`config.mk`:
```
export PLATFORM = sky130hd
export DESIGN_NAME = bus_timer_flat
export DESIGN_NICKNAME = d
export VERILOG_FILES = /design/src/rtl/bus_pkg.sv /design/src/rtl/bus_timer_if.sv /design/src/rtl/bus_timer_core.sv /design/src/rtl/bus_timer.sv /design/src/flat_wrapper.sv
export SDC_FILE = /design/constraint.sdc
export NUM_CORES = 1
export LEC_CHECK = 0
export ABC_AREA = 1
export CAP_MARGIN = 20
export CORE_MARGIN = 2
export CORE_UTILIZATION = 60
export CTS_CLUSTER_DIAMETER = 120
export DETAILED_ROUTE_END_ITERATION = 7
export HOLD_SLACK_MARGIN = 0.1
export PLACE_DENSITY = 0.95
export SKIP_LAST_GASP = 1
export SLEW_MARGIN = 20
export SYNTH_ARGS = -nofsm -noshare
export SYNTH_HDL_FRONTEND = slang
export SYNTH_SLANG_ARGS = --single-unit
```
`constraint.sdc`:
```
create_clock -name cpu_clk -period 9.6 [get_ports cpu_clk]
set_input_delay 2.88 -clock cpu_clk [delete_from_list [all_inputs] [get_ports cpu_clk]]
set_output_delay 2.88 -clock cpu_clk [all_outputs]
set_load 0.02 [all_outputs]
```
`src/rtl/bus_pkg.sv`:
```
// Shared definitions for the timer peripheral: register offsets, CTRL bit
// positions and the byte-lane merge used by every writable register.
package bus_pkg;

  localparam logic [2:0] TMR_CTRL     = 3'd0;
  localparam logic [2:0] TMR_PRESCALE = 3'd1;
  localparam logic [2:0] TMR_COUNT    = 3'd2;
  localparam logic [2:0] TMR_COMPARE  = 3'd3;
  localparam logic [2:0] TMR_STATUS   = 3'd4;

  localparam int CTRL_EN     = 0;
  localparam int CTRL_RELOAD = 1;
  localparam int CTRL_IRQ_EN = 2;

  function automatic logic [31:0] merge(input logic [31:0] old,
                                        input logic [31:0] wdata,
                                        input logic [3:0]  we);
    logic [31:0] res;
    res = old;
    for (int i = 0; i < 4; i++) begin
      if (we[i]) res[8*i +: 8] = wdata[8*i +: 8];
    end
    return res;
  endfunction

endpackage

```
`src/rtl/bus_timer_if.sv`:
```
// CPU data-bus responder signals for the timer; the CPU/bridge side is the
// master, the timer is the slave.
interface bus_timer_if;
  logic [31:0] Bus_addr;
  logic [3:0]  Bus_we;
  logic [31:0] Bus_wdata;
  logic [31:0] Bus_rdata;
  logic        hit;

  modport master (output Bus_addr, Bus_we, Bus_wdata, input Bus_rdata, hit);
  modport slave  (input Bus_addr, Bus_we, Bus_wdata, output Bus_rdata, hit);
endinterface

```
`src/rtl/bus_timer_core.sv`:
```
// Prescaler, 32-bit up-counter and compare match. A bus write to COUNT
// overrides the tick update, but the compare always sees the old COUNT.
module timer_core #(
  parameter int PRE_W = 16
) (
  input  logic             clk,
  input  logic             rst,
  input  logic             en,
  input  logic             reload,
  input  logic [PRE_W-1:0] prescale,
  input  logic [31:0]      compare,
  input  logic             pre_clr,
  input  logic             count_wr,
  input  logic [31:0]      count_wdata,
  output logic [31:0]      count,
  output logic             match_set
);

  localparam logic [PRE_W-1:0] PRE_ONE = 1;

  logic [PRE_W-1:0] pre_cnt;
  logic             tick;

  assign tick      = en & (pre_cnt == prescale);
  assign match_set = tick & (count == compare);

  always_ff @(posedge clk or posedge rst) begin
    if (rst) begin
      pre_cnt <= '0;
      count   <= '0;
    end else begin
      if (pre_clr || tick) pre_cnt <= '0;
      else if (en)         pre_cnt <= pre_cnt + PRE_ONE;

      if (count_wr)                 count <= count_wdata;
      else if (match_set && reload) count <= '0;
      else if (tick)                count <= count + 32'd1;
    end
  end

endmodule

```
`src/rtl/bus_timer.sv`:
```
// Memory-mapped timer: address decode, register file, lane merge and read
// mux around timer_core. Reads are combinational and side-effect free.
module bus_timer
  import bus_pkg::*;
#(
  parameter logic [31:0] BASE_ADDR = 32'hFFFF_F100,
  parameter int          PRE_W     = 16
) (
  input  logic        cpu_clk,
  input  logic        cpu_rst,
  bus_timer_if.slave  bus,
  output logic        irq
);

  logic [2:0]       ctrl;
  logic [PRE_W-1:0] prescale;
  logic [31:0]      compare;
  logic [31:0]      count;
  logic             match;
  logic             match_set;

  logic [2:0]  off;
  logic        wr;
  logic        wr_ctrl, wr_pre, wr_count, wr_cmp, w1c;
  logic [31:0] reg_val;
  logic [31:0] merged;
  logic [1:0]  unused_addr_lsb;

  // The CPU does its own lane extraction, so the byte offset is irrelevant.
  assign unused_addr_lsb = bus.Bus_addr[1:0];

  assign bus.hit = (bus.Bus_addr[31:5] == BASE_ADDR[31:5]);
  assign off     = bus.Bus_addr[4:2];
  assign wr      = bus.hit & (|bus.Bus_we);

  assign wr_ctrl  = wr & (off == TMR_CTRL);
  assign wr_pre   = wr & (off == TMR_PRESCALE);
  assign wr_count = wr & (off == TMR_COUNT);
  assign wr_cmp   = wr & (off == TMR_COMPARE);
  assign w1c      = wr & (off == TMR_STATUS) & bus.Bus_we[0] & bus.Bus_wdata[0];

  always_comb begin
    reg_val = '0;
    case (off)
      TMR_CTRL:     reg_val = {29'd0, ctrl};
      TMR_PRESCALE: reg_val = 32'(prescale);
      TMR_COUNT:    reg_val = count;
      TMR_COMPARE:  reg_val = compare;
      TMR_STATUS:   reg_val = {31'd0, match};
      default:      reg_val = '0;
    endcase
  end

  // The same merged word feeds whichever register is addressed.
  assign merged        = merge(reg_val, bus.Bus_wdata, bus.Bus_we);
  assign bus.Bus_rdata = bus.hit ? reg_val : '0;

  always_ff @(posedge cpu_clk or posedge cpu_rst) begin
    if (cpu_rst) begin
      ctrl     <= '0;
      prescale <= '0;
      compare  <= '1;
      match    <= 1'b0;
      irq      <= 1'b0;
    end else begin
      if (wr_ctrl) ctrl     <= merged[2:0];
      if (wr_pre)  prescale <= merged[PRE_W-1:0];
      if (wr_cmp)  compare  <= merged;
      match <= match_set | (match & ~w1c);
      irq   <= match & ctrl[CTRL_IRQ_EN];
    end
  end

  timer_core #(.PRE_W(PRE_W)) u_core (
    .clk         (cpu_clk),
    .rst         (cpu_rst),
    .en          (ctrl[CTRL_EN]),
    .reload      (ctrl[CTRL_RELOAD]),
    .prescale    (prescale),
    .compare     (compare),
    .pre_clr     (wr_ctrl | wr_pre),
    .count_wr    (wr_count),
    .count_wdata (merged),
    .count       (count),
    .match_set   (match_set)
  );

endmodule

```
`src/flat_wrapper.sv`:
```
// flat-port wrapper written by rule: the top's interface ports become plain ports
module bus_timer_flat import bus_pkg::*;
#(
  parameter logic [31:0] BASE_ADDR = 32'hFFFF_F100,
  parameter int          PRE_W     = 16
)
  (cpu_clk, cpu_rst, irq, bus_Bus_addr, bus_Bus_we, bus_Bus_wdata, bus_Bus_rdata, bus_hit);
  bus_timer_if bus_i ();
  input  logic cpu_clk;
  input  logic cpu_rst;
  output logic irq;
  input wire logic [$bits(bus_i.Bus_addr)-1:0] bus_Bus_addr;
  input wire logic [$bits(bus_i.Bus_we)-1:0] bus_Bus_we;
  input wire logic [$bits(bus_i.Bus_wdata)-1:0] bus_Bus_wdata;
  output wire logic [$bits(bus_i.Bus_rdata)-1:0] bus_Bus_rdata;
  output wire logic [$bits(bus_i.hit)-1:0] bus_hit;
  assign bus_i.Bus_addr = bus_Bus_addr;
  assign bus_i.Bus_we = bus_Bus_we;
  assign bus_i.Bus_wdata = bus_Bus_wdata;
  assign bus_Bus_rdata = bus_i.Bus_rdata;
  assign bus_hit = bus_i.hit;
  bus_timer #(.BASE_ADDR(BASE_ADDR), .PRE_W(PRE_W)) u_core (.cpu_clk(cpu_clk), .cpu_rst(cpu_rst), .bus(bus_i), .irq(irq));
endmodule
```
Word-level counts from Yosys, hierarchy flattened. Cells that the tools add are included.

Register bits after elaboration: 101. Input bits: 70. Output and inout bits: 34. Word-level logic and storage cells: 48.

Add/subtract/negate cells: 2. Equal/unequal tests: 7. Muxes and demuxes: 11. Bitwise operators: 15. Reduce and logical (&&, ||, !) cells: 6.

Operators with widths (count): 32-bit one-hot mux with 5 select lines (1); 32-bit 2-to-1 mux (4); 32-bit by 1-bit adder with 32-bit output (second input constant) (1); 32-bit == test (1); 16-bit 2-to-1 mux (2); 8-bit 2-to-1 mux (4); 27-bit == test (second input constant) (1); 16-bit by 1-bit adder with 16-bit output (second input constant) (1); 16-bit == test (1); 1-bit AND (12); 3-bit by 2-bit == test with 1-bit output (second input constant) (2); 4-bit OR reduction (1); 3-bit by 1-bit == test with 1-bit output (second input constant) (1); 3-bit == test (second input constant) (1); 3-bit zero test (1); 3-bit nonzero test (1); 1-bit OR (2); 2-bit nonzero test (1); 1-bit logical AND (1); 1-bit logical OR (1); 1-bit inverter (1).

Longest topological paths before layout. Gate-level depths: netlist of run 1.

Depth after elaboration: 8. Depth in mapped cells: 15. Depth with buffers taken out: 14.

Modules after synthesis. A second synthesis of run 1 with hierarchy kept.

Cell total of the unflattened synthesis: 1296. Area, all modules: 7850.0 µm².

Modules (own cells, without submodules): timer_core (instances 1, cells an instance 736, area each 4357.9 µm², seq. area each 1201.2 µm²); bus_timer (instances 1, cells an instance 560, area each 3492.1 µm², seq. area each 1366.3 µm²).

Worst setup path before layout of run 1. OpenSTA, ideal clock, no wires.

Path kind: input-to-output. From: input bus_Bus_addr[6]. To: output bus_Bus_rdata[11]. Data arrival time: 4050 ps. Data required time: 6720 ps. Setup slack: 2670 ps. Cell stages on the path: 6. Path buffers: 1. Path through: nor4_1 > nand2_1 > nor2_1 > nand2_1 > clkbuf_1 > nor2_1.

Longest elaborated chain between the ends: 2.

Ends and longest elaborated chain: from (decl) (RTL line flat_wrapper.sv:12) `input wire logic [$bits(bus_i.Bus_addr)-1:0] bus_Bus_addr;`; 27-bit == test (RTL line bus_timer.sv:32) `assign bus.hit = (bus.Bus_addr[31:5] == BASE_ADDR[31:5]);`; 32-bit 2-to-1 mux (RTL line bus_timer.sv:56) `assign bus.Bus_rdata = bus.hit ? reg_val : '0;`; to (decl) (RTL line flat_wrapper.sv:15) `output wire logic [$bits(bus_i.Bus_rdata)-1:0] bus_Bus_rdata;`.

No other way between the ends.

Worst setup path after layout of run 1.
From: input bus_Bus_addr[4]. To: output bus_Bus_rdata[0].

Longest elaborated chain between the ends: 3. Elaborated cells between the ends (all ways): 7. Classes of those cells: eq/ne: 4; mux: 2; reduce/logical: 1.

Ends and longest elaborated chain: 3-bit == test, or another cell as far along (RTL line bus_timer.sv:44) `case (off)`; 32-bit one-hot mux with 5 select lines (*) (RTL line bus_timer.sv:44); 32-bit 2-to-1 mux (*) (RTL line bus_timer.sv:56).

Mark *: on every way between the ends. The rest lies on a longest branch, timed or not.

==> flow_summary_export.csv, run 1 <==
group,metric,value,unit
floorplan,num_io_pins,104,
finish,n_antenna_cell,0,
finish,fillers,1100,
synthesis,synth_top_area_share,24.58,%
timing,setup_viol,0,
power_and_ir_drop,power_density,95.02,nW/um2
clocking,cts_resized,0,
synthesis,syn_avg_cell_area,6.075,um2
finish,finish.utilization,70.94,%
timing,max_clock_freq,121.5,MHz
synthesis,synth_cell_types,41,
clocking,cts_root_buf,"clkbuf_16",
timing,rsz0062_at_grt,"no",
clocking,cts_setup_buffers,0,
setup_path,path_delay_family,"buffers and inverters",
floorplan,core_area,13140,um2
synthesis,synth.net_count,1389,
detailed_routing,wl_per_cell,15.60,um
floorplan,initial_core_util,60.90,%
power_and_ir_drop,leakage,4.756,nW
timing,layout_min_cycle_time,8229,ps
detailed_routing,drc,0,
timing,timing.slew.headroom,23.16,%
clocking,insertion_delay,360,ps
floorplan,die_x,119.5,um
setup_path,worstSetupPathType,"input pin to output port",
placed_design,gp_congestion,0.9893,
finish,final_nets,1457,
timing,final.period_utilization,85.72,%
global_routing,grt.overflow.total,0,
detailed_routing,drtIter0Drc,1081,
timing,tightest_slew,1151,ps
synthesis,yosysWarningCount,0,
global_routing,grt_pass1_wl,40030,um
synthesis,synth.most_common_cell,"nand2_1",
synthesis,yosysSeqAreaShare,32.09,%
detailed_routing,met2WireLength,11530,um
outcome,outcome,"finished, final reports clean",
setup_path,cp_max_fo,15,
clocking,cts_made_buffers,9,
synthesis,yosys_register_bits,101,
worst_hold_path,hold_path_class,"flip-flop to flip-flop",
setup_path,cp-start-kind,"input pin",
detailed_routing,topRoutingLayerUsed,"met4",
floorplan,die_h,119.5,um
setup_path,crit_chain,"clkdlybuf4s50_1, inv_1, nand3_2, buf_4, inv_2, nand2_1, nand4_1, inv_1, nor2_1, clkdlybuf4s50_1",
detailed_routing,vias,8896,
finish,drive_gt1_share,5.683,%
setup_path,cp_num_buf_inv,6,
placed_design,hpwl,17640,um
global_routing,grtUsageTotal,34.91,%
floorplan,die_area,14280,um2
clocking,hold_buffers,0,
timing,fin_worst_skew,4.941,ps
timing,drv_slew,0,
synthesis,syn_inst,1317,
detailed_routing,detail-route-antenna-nets,0,
clocking,clockBufferDepth,2,
setup_path,max_stage_delay,610,ps
setup_path,end_kind,"output port",
floorplan,num_rows,42,
synthesis,synth_edf_count,0,
timing,fin_setup_tns,0,ps
power_and_ir_drop,peakVddDrop,0.0001174,V
synthesis,yosys-top-cells-area,"nand2_1 (25%), dfrtp_1 (22%), dfstp_2 (11%), inv_1 (8.4%), nor2_1 (6.1%)",
setup_path,cp_slowest_cell,"clkdlybuf4s50_1",
clocking,clock_sinks,101,
clocking,clk_pin_slew_worst_paths,70,ps
placed_design,io_buffers,101,
setup_path,arrival,5350,ps
synthesis,synthFlopType,"dfrtp_1",
global_routing,grt_max_degree,65,
detailed_routing,drt_pass1_iterations,6,
setup_path,worstPathRequired,6720,ps
detailed_routing,wl_met3,2437,um
detailed_routing,met1_length,9288,um
job,max_cap_viol_count,0,
synthesis,async_flop_share,100.0,%
timing,finalHoldViolCount,0,
synthesis,synth_area_leader_cell,"nand2_1",
synthesis,synthTopCellsByCount,"nand2_1 (524), inv_1 (180), nor2_1 (130)",
global_routing,grt_antenna_before_repair,0,
clocking,htree_levels,3,
detailed_routing,totalWireLength,24430,um
global_routing,grt_pass1_vias,8430,
synthesis,synth_area,8001,um2
detailed_routing,vias_per_cell,5.681,
clocking,cts_tree,"yes",
finish,syn2layout_area_growth,16.48,%
==> power breakdown <==
group          internal [W]  total [W]  switching (W)
registers          0.000426   0.000426   0.0000000354
clock network      0.000210   0.000380       0.000170
logic             0.0000348  0.0000792      0.0000445
total              0.000671   0.000886       0.000215
==> flip-flops by register name, summed over array words and instances, names as in the netlist <==
register and cells:
u_core.compare 32, u_core.prescale 16, u_core.ctrl 3, u_core.u_core.count 32
u_core.irq 1, u_core.match 1, u_core.u_core.pre_cnt 16
==> worst min-delay path: cells and delay by family (launching register included) <==
| family | cells | cell delay [ps] |
|---|---|---|
| and+or+nand+nor | 1 | 50 |
| buffers and inverters | 1 | 40 |
| DFF | 1 | 370 |
==> path summary, 6_finish.rpt <==
path	from	end	slack, ps	cells past startpoint
max	bus_Bus_addr[4]	bus_Bus_rdata[0]	1370	10
min	u_core.ctrl[2]	u_core.irq	490	2
max reg2reg	u_core.ctrl[0]	u_core.u_core.count[23]	6590	11
min reg2reg	u_core.ctrl[2]	u_core.irq	490	2
max in group asynchronous	cpu_rst	u_core.u_core.count[15]	5540	3
min in group asynchronous	cpu_rst	u_core.u_core.pre_cnt[11]	2950	2
==> layer usage <==
layer  vias up  global-route usage [%]
li1       4262                       -
met1      3969                   43.12
met4         0                   18.38
met2       548                   56.82
met5         -                       0
met3       117                   8.046
==> logic make-up after synthesis <==
logic type      count (synthesis)  synth area share (%)
buf+inv                       242                 12.32
flops                         101                 32.09
simple gates                  822                 43.44
compound gates                113                 7.787
xor+xnor                       37                 4.050
fa+ha+maj                       2                0.3127
==> area by class of cell <==
cell class,instances,area (um2),share of cell area (%)
inverter,193,729.5,7.827
timing repair buffer,106,1049,11.25
clock buffer,11,242.7,2.604
clock inverter,5,58.81,0.6310
sequential,101,2567,27.55
multi-input combinational,974,4453,47.78
tap,176,220.2,2.363
==> through the flow <==
stage,total power [W],std cells,hold slack [ps],cell area (um2),worst slack [ps]
3_3_place_gp,0.0005107,1550,479.6,9014,1455
6_report,0.0008856,1566,492.8,9320,1371
4_1_cts,0.0008863,1566,492.1,9315,1409
5_1_grt,0.0009112,1566,537.1,9320,1259
2_1_floorplan,0.0004689,1317,436.1,8001,2670
3_5_place_dp,0.0005119,1550,474.4,9014,1403
==> placed cells by master (no fill, tap or decap), types with 8 or more instances in the layout <==
cell type        instances
nand2_1                524
clkbuf_16                9
o21ai_0                 76
nor3_1                  22
o22ai_1                 18
inv_1                  179
nand4_1                 53
inv_2                   11
dfrtp_1                 69
xor2_1                  33
o21ai_1                  8
nor2_1                 130
nand3_1                 61
dfstp_2                 32
clkdlybuf4s50_1        101
No activity file was read; power rests on OpenSTA's default activity.
==> run 2, diff against run 1 <==
--- a/config.mk
+++ b/config.mk
@@ -14,7 +14,6 @@
 export HOLD_SLACK_MARGIN = 0.1
 export PLACE_DENSITY = 0.95
 export SKIP_LAST_GASP = 1
-export SLEW_MARGIN = 20
 export SYNTH_ARGS = -nofsm -noshare
 export SYNTH_HDL_FRONTEND = slang
 export SYNTH_SLANG_ARGS = --single-unit
==> run 2 against run 1 <==
Compared with the run above:
- sequential power is essentially flat
- clock power barely moved
- critical path depth unchanged
- global-route usage unchanged
- worst hold slack gained 0.89 ps
- cell count hardly changed
- total power up 0.20%
- core utilization is 0.076 points higher
- clock skew rose by 0.96 ps
- sequential share of layout area about the same
- via count down 0.67%
- cell area increased by 0.11%
==> flow_summary_export.csv, run 2 (synthesized netlist as in run 1, its figures left out) <==
group,metric,value,unit
outcome,outcome,"finished, final reports clean",
timing,drv_slew,0,
power_and_ir_drop,peakVddDrop,0.0001181,V
setup_path,arrival,5340,ps
clocking,cts_root_buf,"clkbuf_16",
finish,final_nets,1458,
setup_path,worstSetupPathType,"input pin to output port",
global_routing,met3_usage,8.046,%
power_and_ir_drop,power_density,95.11,nW/um2
detailed_routing,drtIter0Drc,990,
detailed_routing,detail-route-antenna-nets,0,
power_and_ir_drop,leakage,4.764,nW
timing,holdWs,493.7,ps
floorplan,die_area,14280,um2
clocking,cts_resized,0,
setup_path,worstPathRequired,6720,ps
setup_path,cp-start-kind,"input pin",
timing,rsz0062_at_grt,"no",
finish,n_antenna_cell,0,
placed_design,place_ws,1403,ps
global_routing,grt_pass1_wl,40030,um
floorplan,num_io_pins,104,
global_routing,grtUsageTotal,34.91,%
finish,syn2layout_area_growth,16.61,%
detailed_routing,drc,0,
timing,setup_ws,1380,ps
placed_design,hpwl,17640,um
setup_path,end_kind,"output port",
timing,tightest_slew,1157,ps
detailed_routing,drt_pass1_iterations,6,
timing,layout_min_cycle_time,8220,ps
clocking,cts_setup_buffers,0,
detailed_routing,vias,8836,
finish,final_common_cell,"nand2_1",
clocking,clk_pin_slew_worst_paths,70,ps
finish,drive_gt1_share,5.679,%
finish,top_regs,"u_core.compare x32, u_core.u_core.count x32",
clocking,htree_levels,3,
placed_design,io_buffers,101,
timing,timing.slew.headroom,22.81,%
placed_design,gp_congestion,0.9893,
global_routing,grt.overflow.total,0,
timing,finalHoldViolCount,0,
setup_path,cp_max_fo,15,
clocking,cts_tree,"yes",
floorplan,num_rows,42,
finish,instances_no_fill,1567,
global_routing,grt_pass1_vias,8430,
clocking,cts_made_buffers,9,
clocking,clock_sinks,101,
detailed_routing,vias_per_cell,5.639,
detailed_routing,wl_per_cell,15.63,um
clocking,hold_buffers,0,
clocking,insertion_delay,360,ps
global_routing,grt.busiest_layer,"met2",
timing,final.period_utilization,85.62,%
finish,mostFrequentLayoutCells,"nand2_1 (524), inv_1 (179), nor2_1 (130)",
timing,fin_setup_tns,0,ps
job,max_cap_viol_count,0,
floorplan,core_area,13140,um2
detailed_routing,totalWireLength,24490,um
timing,fin_worst_skew,5.897,ps
global_routing,grt_max_degree,65,
floorplan,die_h,119.5,um
timing,max_clock_freq,121.7,MHz
timing,setup_viol,0,
clocking,clockBufferDepth,2,
global_routing,grtUsageMet1,43.12,%
floorplan,initial_core_util,60.90,%
placed_design,place_inst,1550,
floorplan,die_x,119.5,um
global_routing,grt_antenna_before_repair,0,
global_routing,use_met2,56.82,%
worst_hold_path,hold_path_class,"flip-flop to flip-flop",
finish,finish.utilization,71.02,%
## run 2: cell count changes in the layout (fill, tap and decap cells not counted)
| cell | delta |
|---|---|
| nand3_2 | -1 |
| nand3_1 | +1 |
| buf_8 | +1 |
## run 2: final timing paths
check	start	endpoint	slack, ps	depth (start not counted)
worst min-delay path	u_core.ctrl[2]	u_core.irq	490	2
min in group asynchronous	cpu_rst	u_core.u_core.pre_cnt[11]	2950	2
worst max register to register	u_core.ctrl[0]	u_core.u_core.count[31]	6640	11
max in group asynchronous	cpu_rst	u_core.u_core.count[23]	5540	3
worst max-delay path	bus_Bus_addr[4]	bus_Bus_rdata[10]	1380	10
worst min register to register	u_core.ctrl[2]	u_core.irq	490	2
## run 2: per-stage QoR
| step | power [W] | instance area (um2) |
|---|---|---|
| global placement | 0.0005107 | 9014 |
| CTS | 0.0008863 | 9315 |
| detailed placement | 0.0005119 | 9014 |
| floorplan | 0.0004689 | 8001 |
| global route | 0.0009115 | 9330 |
| finish | 0.0008874 | 9330 |
## run 2: critical path: stages
cell	delay, ps
clkdlybuf4s50_1	460
inv_1	140
nand3_2	340
buf_4	350
inv_2	180
nand2_1	70
o221ai_1	90
inv_1	90
nor2_1	110
clkdlybuf4s50_1	620
## run 2: layer usage
| metal | up-vias | wire length [um] |
|---|---|---|
| met3 | 106 | 2331 |
| met2 | 493 | 11570 |
| li1 | 4262 | - |
| met5 | - | 0 |
| met1 | 3975 | 9489 |
| met4 | 0 | 1098 |
## run 2: cell type report
cell class,instances,area [um2]
Multi-Input combinational cell,974,4448
Fill cell,1099,3807
Sequential cell,101,2567
Timing Repair Buffer,107,1064
Inverter,193,729.5
Clock buffer,11,242.7
Tap cell,176,220.2
Clock inverter,5,58.81
## run 2: power by group
part           leakage (nW)  internal [W]  switching (W)  total (W)
Combinational          3.42     0.0000348      0.0000444  0.0000792
Clock                 0.142      0.000210       0.000172   0.000382
Sequential             1.20      0.000426   0.0000000347   0.000426
Total                  4.76      0.000671       0.000217   0.000887
==> run 3, diff against run 2 <==
--- a/config.mk
+++ b/config.mk
@@ -8,11 +8,11 @@
 export ABC_AREA = 1
 export CAP_MARGIN = 20
 export CORE_MARGIN = 2
-export CORE_UTILIZATION = 60
+export CORE_UTILIZATION = 51
 export CTS_CLUSTER_DIAMETER = 120
 export DETAILED_ROUTE_END_ITERATION = 7
 export HOLD_SLACK_MARGIN = 0.1
-export PLACE_DENSITY = 0.95
+export PLACE_DENSITY = 0.88
 export SKIP_LAST_GASP = 1
 export SYNTH_ARGS = -nofsm -noshare
 export SYNTH_HDL_FRONTEND = slang
==> constraint.sdc (replaced) <==
create_clock -name cpu_clk -period 6.9 [get_ports cpu_clk]
set_input_delay 2.07 -clock cpu_clk [delete_from_list [all_inputs] [get_ports cpu_clk]]
set_output_delay 2.07 -clock cpu_clk [all_outputs]
set_load 0.02 [all_outputs]
==> run 3 against run 2 <==
Compared with the run above:
- critical path depth decreased by 2
- sequential power grew 39%
- worst hold slack gained 19 ps
- global-route usage shrank 5.1 points
- die area grew 17%
- critical path type unchanged
- critical endpoint is now bus_Bus_rdata[14]
==> flow_summary_export.csv, run 3 (synthesized netlist as in run 1, its figures left out) <==
group,metric,value,unit
setup_path,max_stage_delay,630,ps
power_and_ir_drop,switchingPower,0.0003028,W
detailed_routing,drt_pass1_iterations,5,
power_and_ir_drop,p_comb_share,8.6,%
worst_hold_path,whs_path_depth,2,
power_and_ir_drop,leakage,4.809,nW
outcome,outcome,"finished, final reports clean",
floorplan,num_io_pins,104,
clocking,clk_pin_slew_worst_paths,70,ps
global_routing,grt_pass1_wl,39750,um
detailed_routing,wl_per_cell,14.78,um
clocking,cts_made_buffers,9,
timing,finalHoldViolCount,0,
clocking,clockBufferDepth,2,
power_and_ir_drop,p_clk_share,45.8,%
timing,timing.slew.headroom,36.61,%
clocking,hold_buffers,0,
power_and_ir_drop,intPower,0.0009969,W
timing,drv_slew,0,
clocking,insertion_delay,360,ps
timing,max_clock_freq,153.5,MHz
floorplan,num_rows,45,
timing,fin_setup_tns,0,ps
clocking,cts_tree,"yes",
placed_design,io_buffers,101,
global_routing,grt_antenna_before_repair,0,
detailed_routing,detail-route-antenna-nets,0,
finish,syn2layout_area_growth,18.19,%
global_routing,grtUsageTotal,29.76,%
floorplan,core_area,15260,um2
worst_hold_path,hold_path_class,"flip-flop to flip-flop",
setup_path,arrival,4440,ps
timing,rsz0062_at_grt,"no",
global_routing,grt.overflow.total,0,
finish,n_antenna_cell,0,
setup_path,r2r_end,"u_core.u_core.count[25]",
setup_path,rr_startpoint,"u_core.ctrl[0]",
finish,final_nets,1461,
setup_path,ff2ff_setup_slack,3990,ps
setup_path,end_kind,"output port",
power_and_ir_drop,p_sw_share,23.30,%
power_and_ir_drop,power_density,137.4,nW/um2
clocking,cts_resized,0,
setup_path,ff2ff_path_depth,11,
worst_hold_path,min_from,"u_core.match",
finish,mostFrequentLayoutCells,"nand2_1 (524), inv_1 (179), nor2_1 (130)",
job,max_cap_viol_count,0,
detailed_routing,vias_per_cell,5.358,
placed_design,gp_congestion,0.9831,
global_routing,grt_max_degree,75,
timing,fin_worst_skew,7.087,ps
floorplan,die_h,129.3,um
timing,final.period_utilization,94.42,%
global_routing,grt_pass1_vias,8260,
finish,fin_area,9457,um2
finish,top_regs,"u_core.compare x32, u_core.u_core.count x32",
worst_hold_path,hold_end,"u_core.irq",
finish,drive_gt1_share,5.882,%
setup_path,cp_max_fo,28,
placed_design,place_area,9105,um2
floorplan,initial_core_util,52.44,%
timing,tightest_slew,950.9,ps
detailed_routing,totalWireLength,23720,um
power_and_ir_drop,seqPwrFrac,45.6,%
timing,setup_viol,0,
clocking,cts_setup_buffers,0,
detailed_routing,drc,0,
floorplan,die_area,16710,um2
clocking,clock_sinks,101,
clocking,htree_levels,3,
setup_path,worstPathRequired,4830,ps
clocking,cts_root_buf,"clkbuf_16",
floorplan,die_x,129.3,um
finish,final_common_cell,"nand2_1",
setup_path,cp_slowest_cell,"clkdlybuf4s50_1",
setup_path,worstSetupPathType,"input pin to output port",
detailed_routing,drtIter0Drc,817,
setup_path,crit_chain,"clkdlybuf4s50_1, nor4_1, nand2_1, nor2_1, nand2_1, buf_12, nor2_1, clkdlybuf4s50_1",
detailed_routing,vias,8600,
placed_design,hpwl,17620,um
power_and_ir_drop,peakVddDrop,0.0001301,V
timing,layout_min_cycle_time,6515,ps
setup_path,cp-start-kind,"input pin",
## run 3: power groups by stage
stage          registers (W)  clock network [W]   logic, W
2_1_floorplan       0.000603                  0  0.0000490
4_1_cts             0.000593           0.000595   0.000112
3_5_place_dp        0.000603                  0   0.000111
5_1_grt             0.000592           0.000623   0.000124
6_report            0.000593           0.000595   0.000112
3_3_place_gp        0.000603                  0   0.000110
## run 3: per-stage QoR
| step | utilization (%) | setup slack (ps) | hold slack, ps | std cells | total power [W] |
|---|---|---|---|---|---|
| after detailed placement | 59.67 | 383.7 | 493.1 | 1588 | 0.0007148 |
| after global routing | 61.98 | 211.6 | 534.6 | 1605 | 0.001339 |
| after floorplan | - | 1590 | 436.1 | 1317 | 0.0006523 |
| final | 61.98 | 385.4 | 512.8 | 1605 | 0.001300 |
| after CTS | 61.90 | 383.9 | 511.3 | 1604 | 0.001300 |
| after global placement | 59.67 | 465.5 | 482.1 | 1588 | 0.0007133 |
## run 3: how the worst max path moves through the flow
stage                           from           endpoint  slack [ps]  depth (start not counted)
CTS                 bus_Bus_addr[10]  bus_Bus_rdata[14]         380                          8
global route        bus_Bus_addr[10]  bus_Bus_rdata[28]         210                          8
floorplan            bus_Bus_addr[6]  bus_Bus_rdata[11]        1590                          6
global placement    bus_Bus_addr[10]  bus_Bus_rdata[14]         470                          8
finish              bus_Bus_addr[10]  bus_Bus_rdata[14]         390                          8
detailed placement  bus_Bus_addr[10]  bus_Bus_rdata[14]         380                          8
## run 3: layout make-up
class	instances	area, um2
Clock inverter	6	111.4
Inverter	193	729.5
Multi-Input combinational cell	974	4448
Timing Repair Buffer	110	1107
Fill cell	1385	5802
Tap cell	211	264.0
Clock buffer	10	229.0
Sequential cell	101	2567
## run 3: layer usage
metal	routed length, um	track usage (%)	vias to the layer above	part of all wire [%]
met5	0	0	-	0
met4	739	9.910	0	3.1
met3	1731	5.367	72	7.3
met2	11460	51.02	361	48
met1	9782	38.01	3901	41
li1	-	-	4266	-
## run 3: worst max-delay path: cells and delay by family
kind                   cells  cell delay (ps)
and+or+nand+nor            5             1040
buffers and inverters      3             1310
